===== src/rtl/irq_prio_arbiter_if.sv =====
// Request/grant bundle between the peripheral request lines, the core and irq_prio_arbiter.
// The master side drives requests, enables and acknowledge; the slave (arbiter) returns grant and status.
interface irq_prio_arbiter_if #(
  parameter int NUM_BUS    = 3,
  parameter int CH_PER_BUS = 9
);
  localparam int NUM_IRQ = NUM_BUS * CH_PER_BUS;
  localparam int BUS_W   = (NUM_BUS > 1) ? $clog2(NUM_BUS) : 1;
  localparam int CH_W    = (CH_PER_BUS > 1) ? $clog2(CH_PER_BUS) : 1;

  logic [NUM_IRQ-1:0]    req_i;
  logic [CH_PER_BUS-1:0] en_i;
  logic                  ack_i;
  logic                  irq_o;
  logic [BUS_W-1:0]      bus_o;
  logic [CH_W-1:0]       chan_o;
  logic [NUM_IRQ-1:0]    pend_o;

  modport master (output req_i, en_i, ack_i, input irq_o, bus_o, chan_o, pend_o);
  modport slave  (input req_i, en_i, ack_i, output irq_o, bus_o, chan_o, pend_o);
endinterface


===== src/rtl/irq_prio_arbiter.sv =====
// Multi-bus interrupt priority controller: sticky pending bits, fixed bus priority, registered grant with ack handshake.
// Define IRQ_PRIO_RR_EN to rotate the in-bus channel priority with a per-bus round-robin pointer.
module irq_prio_arbiter #(
  parameter int NUM_BUS    = 3,
  parameter int CH_PER_BUS = 9
) (
  input  logic              clk,
  input  logic              rst_n,
  irq_prio_arbiter_if.slave bus_if
);
  localparam int NUM_IRQ = NUM_BUS * CH_PER_BUS;
  localparam int BUS_W   = (NUM_BUS > 1) ? $clog2(NUM_BUS) : 1;
  localparam int CH_W    = (CH_PER_BUS > 1) ? $clog2(CH_PER_BUS) : 1;

  typedef enum logic [1:0] {ST_IDLE, ST_GRANT, ST_GAP} state_e;

  state_e             state_q, state_d;
  logic [NUM_IRQ-1:0] pend_q, pend_d;
  logic [NUM_IRQ-1:0] elig, clr;
  logic               irq_q, irq_d;
  logic [BUS_W-1:0]   bus_q, bus_d, win_bus;
  logic [CH_W-1:0]    chan_q, chan_d, win_chan;
  logic               win_vld;
  logic               ack_grant;

  assign elig      = pend_q & {NUM_BUS{bus_if.en_i}};
  assign ack_grant = (state_q == ST_GRANT) && bus_if.ack_i;

`ifdef IRQ_PRIO_RR_EN
  logic [CH_W-1:0] rr_q [NUM_BUS];

  always_ff @(posedge clk or negedge rst_n) begin
    if (!rst_n) begin
      for (int b = 0; b < NUM_BUS; b++) rr_q[b] <= '0;
    end else if (ack_grant) begin
      rr_q[bus_q] <= (chan_q == CH_W'(CH_PER_BUS - 1)) ? '0 : chan_q + CH_W'(1);
    end
  end
`endif

  // Lowest eligible bus wins; inside it the search starts at the rotation base and
  // runs downward so the candidate closest to the base is the last one written.
  always_comb begin
    int base;
    int c;
    win_vld  = 1'b0;
    win_bus  = '0;
    win_chan = '0;
    base     = 0;
    c        = 0;
    for (int b = 0; b < NUM_BUS; b++) begin
      if (!win_vld && |elig[b*CH_PER_BUS +: CH_PER_BUS]) begin
        win_vld = 1'b1;
        win_bus = BUS_W'(b);
`ifdef IRQ_PRIO_RR_EN
        base = int'(rr_q[b]);
`else
        base = 0;
`endif
        for (int k = CH_PER_BUS - 1; k >= 0; k--) begin
          c = base + k;
          if (c >= CH_PER_BUS) c = c - CH_PER_BUS;
          if (elig[b*CH_PER_BUS + c]) win_chan = CH_W'(c);
        end
      end
    end
  end

  // NOTE: every output of a combinational block gets a default first, so no path leaves it unassigned and no latch is inferred.
  always_comb begin
    state_d = state_q;
    irq_d   = irq_q;
    bus_d   = bus_q;
    chan_d  = chan_q;
    clr     = '0;
    case (state_q)
      ST_IDLE: begin
        if (win_vld) begin
          state_d = ST_GRANT;
          irq_d   = 1'b1;
          bus_d   = win_bus;
          chan_d  = win_chan;
        end
      end
      ST_GRANT: begin
        if (bus_if.ack_i) begin
          state_d = ST_GAP;
          irq_d   = 1'b0;
          clr[int'(bus_q)*CH_PER_BUS + int'(chan_q)] = 1'b1;
        end
      end
      ST_GAP:  state_d = ST_IDLE;
      default: state_d = ST_IDLE;
    endcase
    // A request still high in the ack cycle re-sets the bit it would have cleared.
    pend_d = (pend_q & ~clr) | bus_if.req_i;
  end

  // NOTE: sequential state uses non-blocking assignments so every flop samples pre-edge values regardless of statement order.
  always_ff @(posedge clk or negedge rst_n) begin
    if (!rst_n) begin
      state_q <= ST_IDLE;
      pend_q  <= '0;
      irq_q   <= 1'b0;
      bus_q   <= '0;
      chan_q  <= '0;
    end else begin
      state_q <= state_d;
      pend_q  <= pend_d;
      irq_q   <= irq_d;
      bus_q   <= bus_d;
      chan_q  <= chan_d;
    end
  end

  assign bus_if.irq_o  = irq_q;
  assign bus_if.bus_o  = bus_q;
  assign bus_if.chan_o = chan_q;
  assign bus_if.pend_o = pend_q;
endmodule


===== src/flat_wrapper.sv =====
// flat-port wrapper written by rule: the top's interface ports become plain ports
module irq_prio_arbiter_flat 
#(
  parameter int NUM_BUS    = 3,
  parameter int CH_PER_BUS = 9
)
  (clk, rst_n, bus_if_req_i, bus_if_en_i, bus_if_ack_i, bus_if_irq_o, bus_if_bus_o, bus_if_chan_o, bus_if_pend_o);
  irq_prio_arbiter_if #(.NUM_BUS(NUM_BUS), .CH_PER_BUS(CH_PER_BUS)) bus_if_i ();
  input  logic clk;
  input  logic rst_n;
  input wire logic [$bits(bus_if_i.req_i)-1:0] bus_if_req_i;
  input wire logic [$bits(bus_if_i.en_i)-1:0] bus_if_en_i;
  input wire logic [$bits(bus_if_i.ack_i)-1:0] bus_if_ack_i;
  output wire logic [$bits(bus_if_i.irq_o)-1:0] bus_if_irq_o;
  output wire logic [$bits(bus_if_i.bus_o)-1:0] bus_if_bus_o;
  output wire logic [$bits(bus_if_i.chan_o)-1:0] bus_if_chan_o;
  output wire logic [$bits(bus_if_i.pend_o)-1:0] bus_if_pend_o;
  assign bus_if_i.req_i = bus_if_req_i;
  assign bus_if_i.en_i = bus_if_en_i;
  assign bus_if_i.ack_i = bus_if_ack_i;
  assign bus_if_irq_o = bus_if_i.irq_o;
  assign bus_if_bus_o = bus_if_i.bus_o;
  assign bus_if_chan_o = bus_if_i.chan_o;
  assign bus_if_pend_o = bus_if_i.pend_o;
  irq_prio_arbiter #(.NUM_BUS(NUM_BUS), .CH_PER_BUS(CH_PER_BUS)) u_core (.clk(clk), .rst_n(rst_n), .bus_if(bus_if_i));
endmodule

===== config.mk =====
export PLATFORM = sky130hd
export DESIGN_NAME = irq_prio_arbiter_flat
export DESIGN_NICKNAME = d
export VERILOG_FILES = /design/src/rtl/irq_prio_arbiter_if.sv /design/src/rtl/irq_prio_arbiter.sv /design/src/flat_wrapper.sv
export SDC_FILE = /design/constraint.sdc
export NUM_CORES = 1
export LEC_CHECK = 0
export ABC_AREA = 1
export CAP_MARGIN = 5
export CORE_ASPECT_RATIO = 1.5
export CORE_UTILIZATION = 30
export DETAILED_ROUTE_END_ITERATION = 6
export GPL_ROUTABILITY_DRIVEN = 0
export GPL_TIMING_DRIVEN = 0
export PLACE_DENSITY = 0.63
export REMOVE_ABC_BUFFERS = 1
export SETUP_SLACK_MARGIN = 0.15
export SLEW_MARGIN = 10
export SYNTH_ARGS = -nofsm -noshare
export SYNTH_HDL_FRONTEND = slang
export SYNTH_SLANG_ARGS = --single-unit

===== constraint.sdc =====
create_clock -name clk -period 3.3 [get_ports clk]
set_input_delay 0.66 -clock clk [delete_from_list [all_inputs] [get_ports clk]]
set_output_delay 0.66 -clock clk [all_outputs]
set_load 0.005 [all_outputs]

==> metrics.txt, run 1 <==
status completed; root buf cell clkbuf_8; cell type with the largest total area after synthesis dfrtp_1; crit-path max FO 7; post-synth top area share around 44%; Worst Setup Path Type register to register; Worst-Skew Late Latency a little under 0.3 ns; total negative slack 0 ns; # diodes 0; nature of the critical path startpoint register; WL/cell around 13 um; Area contributors post-synth dfrtp_1 44%, nand2_1 20%, o21ai_0 8.6%, inv_1 7.8%, nor2_1 3.2%; synth-to-layout area growth 44.2%; footprint of the multi-input gates roughly 960 um^2; share of cells above drive strength 1 under 10%; slew of the pin with the lowest slew margin 0.780 ns; maximum vdd drop ~0.21 mV; clock sinks 36; number of H-tree levels 2; vias per inst roughly 4.7; ANT nets after route 0; unrepaired setup endpoints after global routing false; die outline height between 100 and 150 um; Seq. cell area between 900 and 1000 um^2; Seq cells post-synth 36; Yosys cell types 24; Avg Inst Size Synth just over 7 um^2; most used cell, CP o21ai_0; total congestion overflow 0; DR DRC count 0; critical path required time 3.46 ns; Power Density 429 nW/um^2; Fillers 670; Leak Pwr approximately 1.3 nW; Clock transition at path regs around 0.07 ns; CTS tree done; Worst Skew around 0.0022 ns; Buf/Inv on CP 1; worst stage delay on the critical path between 0.4 and 0.5 ns; most frequent cells in the layout 106 x nand2_1, 71 x clkdlybuf4s50_1, 42 x inv_1, 36 x dfrtp_1, 35 x o21ai_0; Slowest-stage cell, CP dfrtp_1; Final Hold Vio Count 0; # IOs between 70 and 80; CP delay by family, top compound AO/OA/AOI/OAI gates; post-synthesis sequential area ratio 44.5%; drt total wl 5790 um; commonest non-fill, non-tap cell in the layout nand2_1; Final Setup Violations 0; Tot GR Track Use 17.0%; num rows 36; clk buf depth 2; die width approximately 70 um; f_max approximately 400 MHz; number of global-route vias before repair about 2000; post-synthesis cell count 280; via count roughly 2000; drt pass-1 iters 6; post-CTS setup buffers 0; Num CTS Buffers 5; core area ~6500 um^2; Starting Density 31.0%; post-DP HPWL 4690 um; Final nets around 400; first-pass GRT wire length ~9400 um; fin util between 40% and 50%; crit path cell chain ha_1 > nand2_1 > inv_1 > o21ai_0 > nor2_1 > o21ai_0 > nand3_1 > o21ai_0 > nand2_1; final worst path period share about 77%; Max-Cap Viols 0; area of the die 7090 um^2; drt initial violations between 80 and 90; PortBufs ~70; slew margin rel. about 48%; Synth Cell Area slightly above 2000 um^2; initial antenna violation count 0; yosys warns 0; CP endpoint kind register; Final Slew Violations 0; hold buffer count at CTS 0; WHS around 0.45 ns; minimum clock period 2.53 ns; # resized after CTS 0; CP Data Arrival Time ~2.7 ns; HP Class input port to asynchronous set/reset pin; largest net degree at the start of global routing 37
## power by group
group / total (mW) / switching (mW) / leakage [nW] / internal, mW
Clock: 0.324 / 0.154 / 0.0455 / 0.170
Combinational: 0.398 / 0.223 / 0.941 / 0.175
Sequential: 0.531 / 0.0439 / 0.350 / 0.487
## synthesized netlist by cell type (all sizes together)
cell / count
xor2: 2
a31o: 1
inv: 43
o21ai: 35
ha: 3
xnor2: 1
nand2: 112
a21oi: 4
o32ai: 1
dfrtp: 36
fa: 1
buf: 1
nand3: 9
nor2: 22
nor3: 1
nor4: 3
nand4: 3
a31oi: 2
## flip-flops by register name (all words and copies together), names as in the netlist
signal,count
u_core.bus_if.bus_o,2
u_core.bus_if.pend_o,27
u_core.state_q,2
u_core.bus_if.irq_o,1
u_core.bus_if.chan_o,4
## final timing paths
| path | start | endpoint | slack, ns | cells after the start |
|---|---|---|---|---|
| worst max-delay path | u_core.bus_if.bus_o[1] | u_core.bus_if.pend_o[25] | 0.77 | 9 |
| worst min-delay path | rst_n | u_core.bus_if.pend_o[18] | 0.45 | 1 |
| worst max register to register | u_core.bus_if.bus_o[1] | u_core.bus_if.pend_o[25] | 0.77 | 9 |
| worst min register to register | u_core.bus_if.chan_o[3] | u_core.bus_if.chan_o[3] | 0.52 | 2 |
| max in group asynchronous | rst_n | u_core.state_q[1] | 2.36 | 1 |
| min in group clk | u_core.bus_if.chan_o[3] | u_core.bus_if.chan_o[3] | 0.52 | 2 |
## per-layer routing
| layer | share of wire [%] | global-route usage [%] | routed length (um) | up-vias |
|---|---|---|---|---|
| met4 | 3.8 | 10.4 | 217 | 0 |
| met2 | 55 | 31.3 | 3170 | 54 |
| met5 | 0 | 0 | 0 | - |
| met3 | 3.3 | 2.54 | 192 | 14 |
| met1 | 38 | 18.5 | 2200 | 937 |
| li1 | - | - | - | 1030 |
## stage by stage
step	power, mW	worst slack [ns]	std cells	area (um^2)
after floorplan	0.735	1.26	279	2020
after global placement	0.927	0.580	427	2840
after detailed placement	0.937	0.516	427	2830
after CTS	1.26	0.809	435	2920
after global routing	1.33	0.568	435	2920
final	1.25	0.769	435	2920
## final cells by class
class	count	area share (%)
clock buffer	8	3.08
inverter	43	5.52
multi-input combinational	200	32.8
sequential	36	30.8
tap	76	3.25
timing repair buffer	72	24.5
## cell families after synthesis
kind of cell	count (synthesis)	share of synthesized area, %
xor+xnor	3	1.30
fa+ha+maj	4	2.84
simple gates	150	31.5
buf+inv	44	8.21
compound gates	43	11.7
flops	36	44.5
Note: power is estimated with default switching activity, not from simulation.
==> run 2, diff against run 1 <==
--- a/config.mk
+++ b/config.mk
@@ -12,7 +12,7 @@
 export DETAILED_ROUTE_END_ITERATION = 6
 export GPL_ROUTABILITY_DRIVEN = 0
 export GPL_TIMING_DRIVEN = 0
-export PLACE_DENSITY = 0.63
+export PLACE_DENSITY = 0.66
 export REMOVE_ABC_BUFFERS = 1
 export SETUP_SLACK_MARGIN = 0.15
 export SLEW_MARGIN = 10
==> constraint.sdc (replaced) <==
create_clock -name clk -period 2.1 [get_ports clk]
set_input_delay 0.42 -clock clk [delete_from_list [all_inputs] [get_ports clk]]
set_output_delay 0.42 -clock clk [all_outputs]
set_load 0.005 [all_outputs]
==> run 2 against run 1 <==
  * Register-to-register slack got worse by 0.71 ns
  * Combinational power is 140% higher
  * Clock skew up 0.010 ns
  * Die area is the same
  * Flip-flop and latch count stayed put
  * Count of clock-buffer cells in the layout shrank 2
  * Routed wire length is 21% higher
  * First-iteration DRC count up 10%
  * Largest cell class unchanged
==> metrics.txt, run 2 (synthesized netlist as in run 1, its figures left out) <==
status completed (unchanged); ANT nets after route 0 (unchanged); via count 2277 (was 2035); Power Density 697 nW/um^2 (was 429 nW/um^2); Num CTS Buffers 5 (unchanged); crit path cell chain ha_2 > fa_2 > a31o_4 > xnor2_4 > inv_2 > nor2_4 > nand2_4 > o21ai_2 > nand2_1 (was ha_1 > nand2_1 > inv_1 > o21ai_0 > nor2_1 > o21ai_0 > nand3_1 > o21ai_0 > nand2_1); num rows 36 (unchanged); Leak Pwr 1.57 nW (was 1.34 nW); slew margin rel. 46.0% (was 48.0%); synth-to-layout area growth 72.5% (was 44.2%); Final Hold Vio Count 0 (unchanged); Final Setup Violations 0 (unchanged); Starting Density 31.0% (unchanged); minimum clock period 2.04 ns (was 2.53 ns); hold buffer count at CTS 0 (unchanged); PortBufs 72 (unchanged); Final nets 429 (was 401); # IOs 73 (unchanged); Tot GR Track Use 18.6% (was 17.0%); Final Power 2.43 mW (was 1.25 mW); number of H-tree levels 2 (unchanged); HP Class input port to asynchronous set/reset pin (unchanged); vias per inst 4.92 (was 4.68); DR DRC count 0 (unchanged); maximum vdd drop 0.289 mV (was 0.213 mV); core area 6530 um^2 (unchanged); worst stage delay on the critical path 0.41 ns (was 0.47 ns); Worst-Skew Late Latency 0.30 ns (was 0.29 ns); CP Data Arrival Time 2.22 ns (was 2.69 ns); Worst Skew 0.0127 ns (was 0.00224 ns); die width 69.1 um (unchanged); root buf cell clkbuf_8 (unchanged); largest net degree at the start of global routing 37 (unchanged); total congestion overflow 0 (unchanged); post-DP HPWL 4870 um (was 4690 um); crit-path max FO 4 (was 7); area of the die 7090 um^2 (unchanged); drt total wl 7010 um (was 5790 um); number of global-route vias before repair 2239 (was 2019); R2R depth 9 (unchanged); Finished Layout Cells 463 (was 435); first-pass GRT wire length 10200 um (was 9360 um); total negative slack 0 ns (unchanged); commonest non-fill, non-tap cell in the layout nand2_1 (unchanged); # diodes 0 (unchanged); Inst Count DP 427 (unchanged); f_max 490 MHz (was 395 MHz); Crit. path cell count 9 (unchanged); WL/cell 15.1 um (was 13.3 um); slew of the pin with the lowest slew margin 0.810 ns (was 0.780 ns); drt pass-1 iters 4 (was 6); Final Cell Area 3490 um^2 (was 2920 um^2); nature of the critical path startpoint register (unchanged); Largest register FFs 27 (unchanged); CTS tree done (unchanged); drt initial violations 98 (was 89); Clock transition at path regs 0.08 ns (was 0.07 ns); WHS 0.203 ns (was 0.447 ns); share of cells above drive strength 1 29.2% (was 6.41%); Slowest-stage cell, CP dfrtp_1 (unchanged); final worst path period share 97.3% (was 76.7%); CP delay by family, top adder cells (was compound AO/OA/AOI/OAI gates); clk buf depth 2 (unchanged); most frequent cells in the layout 91 x nand2_1, 62 x clkdlybuf4s50_1, 37 x inv_1, 34 x dfrtp_1, 27 x buf_4 (was 106 x nand2_1, 71 x clkdlybuf4s50_1, 42 x inv_1, 36 x dfrtp_1, 35 x o21ai_0); unrepaired setup endpoints after global routing true (was false); Worst Setup Path Type register to register (unchanged); die outline height 103 um (unchanged); Final Slew Violations 0 (unchanged); CP endpoint kind register (unchanged); Max-Cap Viols 0 (unchanged); Placed Area 2830 um^2 (unchanged); Buf/Inv on CP 1 (unchanged); initial antenna violation count 0 (unchanged); clock sinks 36 (unchanged); critical path required time 2.28 ns (was 3.46 ns)
==> run 2: cell type report <==
cell class / count / area, um^2
inverter: 43 / 161
clock inverter: 2 / 35.0
tap: 76 / 95.1
timing repair buffer: 100 / 918
fill: 602 / 3040
clock buffer: 6 / 72.6
sequential: 36 / 903
multi-input combinational: 200 / 1310
==> run 2: worst paths after layout <==
check | slack [ns] | endpoint | from
setup reg to reg | 0.06 | u_core.bus_if.pend_o[13] | u_core.bus_if.chan_o[0]
max in group asynchronous | 1.32 | u_core.bus_if.chan_o[1] | rst_n
hold reg to reg | 0.51 | u_core.bus_if.irq_o | u_core.bus_if.irq_o
min in group clk | 0.51 | u_core.bus_if.irq_o | u_core.bus_if.irq_o
setup / recovery | 0.06 | u_core.bus_if.pend_o[13] | u_core.bus_if.chan_o[0]
hold / removal | 0.20 | u_core.bus_if.pend_o[18] | rst_n
==> run 2: what timing repair did <==
item                                    4_1_cts  5_1_grt
endpoints found under the setup margin       35       33
buffers inserted                             14       14
pin swaps                                    18       24
resized for setup                            68       56
==> run 2: routing by layer <==
| metal | global-route usage, % | vias to the layer above | part of all wire, % |
|---|---|---|---|
| met5 | 0 | - | 0 |
| met4 | 11.5 | 0 | 4.1 |
| met3 | 3.32 | 27 | 3.1 |
| met2 | 35.9 | 72 | 57 |
| met1 | 18.4 | 1082 | 36 |
| li1 | - | 1096 | - |
==> run 2: report_power, final <==
part | internal, mW | switching (mW)
Combinational | 0.447 | 0.515
Sequential | 0.767 | 0.0895
Clock | 0.353 | 0.265
==> run 2: worst reg2reg max path, stage by stage (launching register included) <==
cell     delay, ns
dfrtp_1       0.41
ha_2          0.21
fa_2          0.35
a31o_4        0.27
xnor2_4       0.17
inv_2         0.08
nor2_4        0.14
nand2_4       0.10
o21ai_2       0.13
nand2_1       0.06
==> run 2: metrics by stage <==
step / setup slack (ns) / util, %
after floorplan: 0.0611 / -
after global placement: -0.387 / 43.4
after detailed placement: -0.411 / 43.4
after CTS: 0.0257 / 48.4
after global routing: -0.0354 / 53.5
final: 0.0577 / 53.5
==> run 3, diff against run 2 <==
--- a/config.mk
+++ b/config.mk
@@ -15,6 +15,7 @@
 export PLACE_DENSITY = 0.66
 export REMOVE_ABC_BUFFERS = 1
 export SETUP_SLACK_MARGIN = 0.15
+export SKIP_LAST_GASP = 1
 export SLEW_MARGIN = 10
 export SYNTH_ARGS = -nofsm -noshare
 export SYNTH_HDL_FRONTEND = slang
==> run 3 against run 2 <==
  * Setup slack better by 0.0076 ns
  * Non-clock buffer count unchanged
  * Die area unchanged
  * Total power down 0.25%
  * Routed wire length down 2.0%
  * Critical endpoint unchanged
  * Global-route usage unchanged
  * Clock power about the same
==> metrics.txt, run 3 (synthesized netlist as in run 1, its figures left out) <==
Finished Layout Cells 463 (unchanged); number of H-tree levels 2 (unchanged); synth-to-layout area growth 71.8% (was 72.5%); Leak Pwr 1.57 nW (about the same); slew margin rel. 45.8% (was 46.0%); final worst path period share 96.9% (was 97.3%); Starting Density 31.0% (unchanged); CP endpoint kind register (unchanged); largest net degree at the start of global routing 37 (unchanged); Final nets 429 (unchanged); drt initial violations 70 (was 98); die outline height 103 um (unchanged); f_max 491 MHz (was 490 MHz); minimum clock period 2.03 ns (was 2.04 ns); R2R Path Start u_core.bus_if.chan_o[0] (unchanged); hold buffer count at CTS 0 (unchanged); Final Power 2.43 mW (about the same); number of global-route vias before repair 2239 (unchanged); share of cells above drive strength 1 29.2% (unchanged); Worst Setup Path Type register to register (unchanged); via count 2274 (was 2277); clock sinks 36 (unchanged); maximum vdd drop 0.288 mV (was 0.289 mV); Final Slew Violations 0 (unchanged); drt total wl 6870 um (was 7010 um); CTS tree done (unchanged); Inst Count DP 427 (unchanged); crit path cell chain ha_2 > fa_2 > a31o_4 > xnor2_4 > inv_2 > nor2_4 > nand2_4 > o21ai_2 > nand2_1 (unchanged); first-pass GRT wire length 10200 um (unchanged); num rows 36 (unchanged); total congestion overflow 0 (unchanged); Clock transition at path regs 0.08 ns (about the same); DR DRC count 0 (unchanged); clk buf depth 2 (unchanged); initial antenna violation count 0 (unchanged); crit-path max FO 4 (unchanged); drt pass-1 iters 4 (unchanged); critical path required time 2.28 ns (about the same); Final Hold Vio Count 0 (unchanged); root buf cell clkbuf_8 (unchanged); unrepaired setup endpoints after global routing true (unchanged); # diodes 0 (unchanged); worst stage delay on the critical path 0.41 ns (about the same); Max-Cap Viols 0 (unchanged); WL/cell 14.8 um (was 15.1 um); status completed (unchanged); Final Setup Violations 0 (unchanged); CP delay by family, top adder cells (unchanged); slew of the pin with the lowest slew margin 0.813 ns (was 0.810 ns); area of the die 7090 um^2 (unchanged); die width 69.1 um (unchanged); PortBufs 72 (unchanged); vias per inst 4.91 (was 4.92); Worst Skew 0.0113 ns (was 0.0127 ns); post-DP HPWL 4870 um (unchanged); HP Class input port to asynchronous set/reset pin (unchanged); Largest register FFs 27 (unchanged); most frequent cells in the layout 91 x nand2_1, 62 x clkdlybuf4s50_1, 37 x inv_1, 34 x dfrtp_1, 27 x buf_4 (unchanged); ANT nets after route 0 (unchanged); CP Data Arrival Time 2.21 ns (was 2.22 ns); nature of the critical path startpoint register (unchanged); Power Density 698 nW/um^2 (was 697 nW/um^2); Slowest-stage cell, CP dfrtp_1 (unchanged); Tot GR Track Use 18.6% (unchanged); # IOs 73 (unchanged); Buf/Inv on CP 1 (unchanged); core area 6530 um^2 (unchanged); commonest non-fill, non-tap cell in the layout nand2_1 (unchanged); CP Launch Point u_core.bus_if.chan_o[0] (unchanged); Num CTS Buffers 5 (unchanged); Worst-Skew Late Latency 0.30 ns (about the same)
## run 3: cell counts in the layout (fill, tap and decap cells not counted)
No cell type changed its count.
## run 3: stage by stage
stage	hold slack (ns)	worst slack, ns	TNS (ns)	utilization (%)	instance area [um^2]
after global placement	0.491	-0.387	-13.18	43.4	2840
final	0.206	0.0653	0	53.3	3480
after detailed placement	0.494	-0.411	-9.09	43.4	2830
after floorplan	0.124	0.0611	0	-	2020
after global routing	0.275	-0.0354	-0.151	53.3	3480
after CTS	0.242	0.0257	0	48.4	3160
## run 3: path summary, 6_finish.rpt
kind	endpoint	slack, ns	cells past startpoint
min reg2reg	u_core.bus_if.irq_o	0.51	2
max reg2reg	u_core.bus_if.pend_o[13]	0.07	9
min	u_core.bus_if.pend_o[18]	0.21	1
min in group clk	u_core.bus_if.irq_o	0.51	2
max	u_core.bus_if.pend_o[13]	0.07	9
max in group asynchronous	u_core.bus_if.chan_o[1]	1.32	1
## run 3: worst reg2reg max path: cells and delay by family, from the launching register on
family / cells / cell delay (ns)
compound gates: 2 / 0.40
xor+xnor: 1 / 0.17
fa+ha+maj: 2 / 0.56
buf+inv: 1 / 0.08
flops: 1 / 0.41
simple gates: 3 / 0.30
## run 3: final cells by class
cell class / instances / area (um^2)
clock buffer: 6 / 72.6
tap: 76 / 95.1
inverter: 43 / 161
clock inverter: 2 / 35.0
multi-input combinational: 200 / 1290
sequential: 36 / 903
timing repair buffer: 100 / 918
fill: 603 / 3050
## run 3: power by group
part | total (mW) | internal (mW) | switching, mW | leakage, nW
clock network | 0.615 | 0.353 | 0.263 | 0.0552
logic | 0.958 | 0.447 | 0.512 | 1.17
registers | 0.855 | 0.767 | 0.0888 | 0.347
## run 3: timing repair
item | in CTS | in global routing
gates resized for setup | 68 | 54
pin swaps | 18 | 23
buffers inserted | 14 | 14
setup endpoints to repair | 35 | 33
## run 3: routing by layer
layer	track usage [%]	vias to the layer above	wire [um]
li1	-	1097	-
met1	18.4	1076	2450
met2	35.9	72	3890
met3	3.32	29	217
met4	11.5	0	307
met5	0	-	0
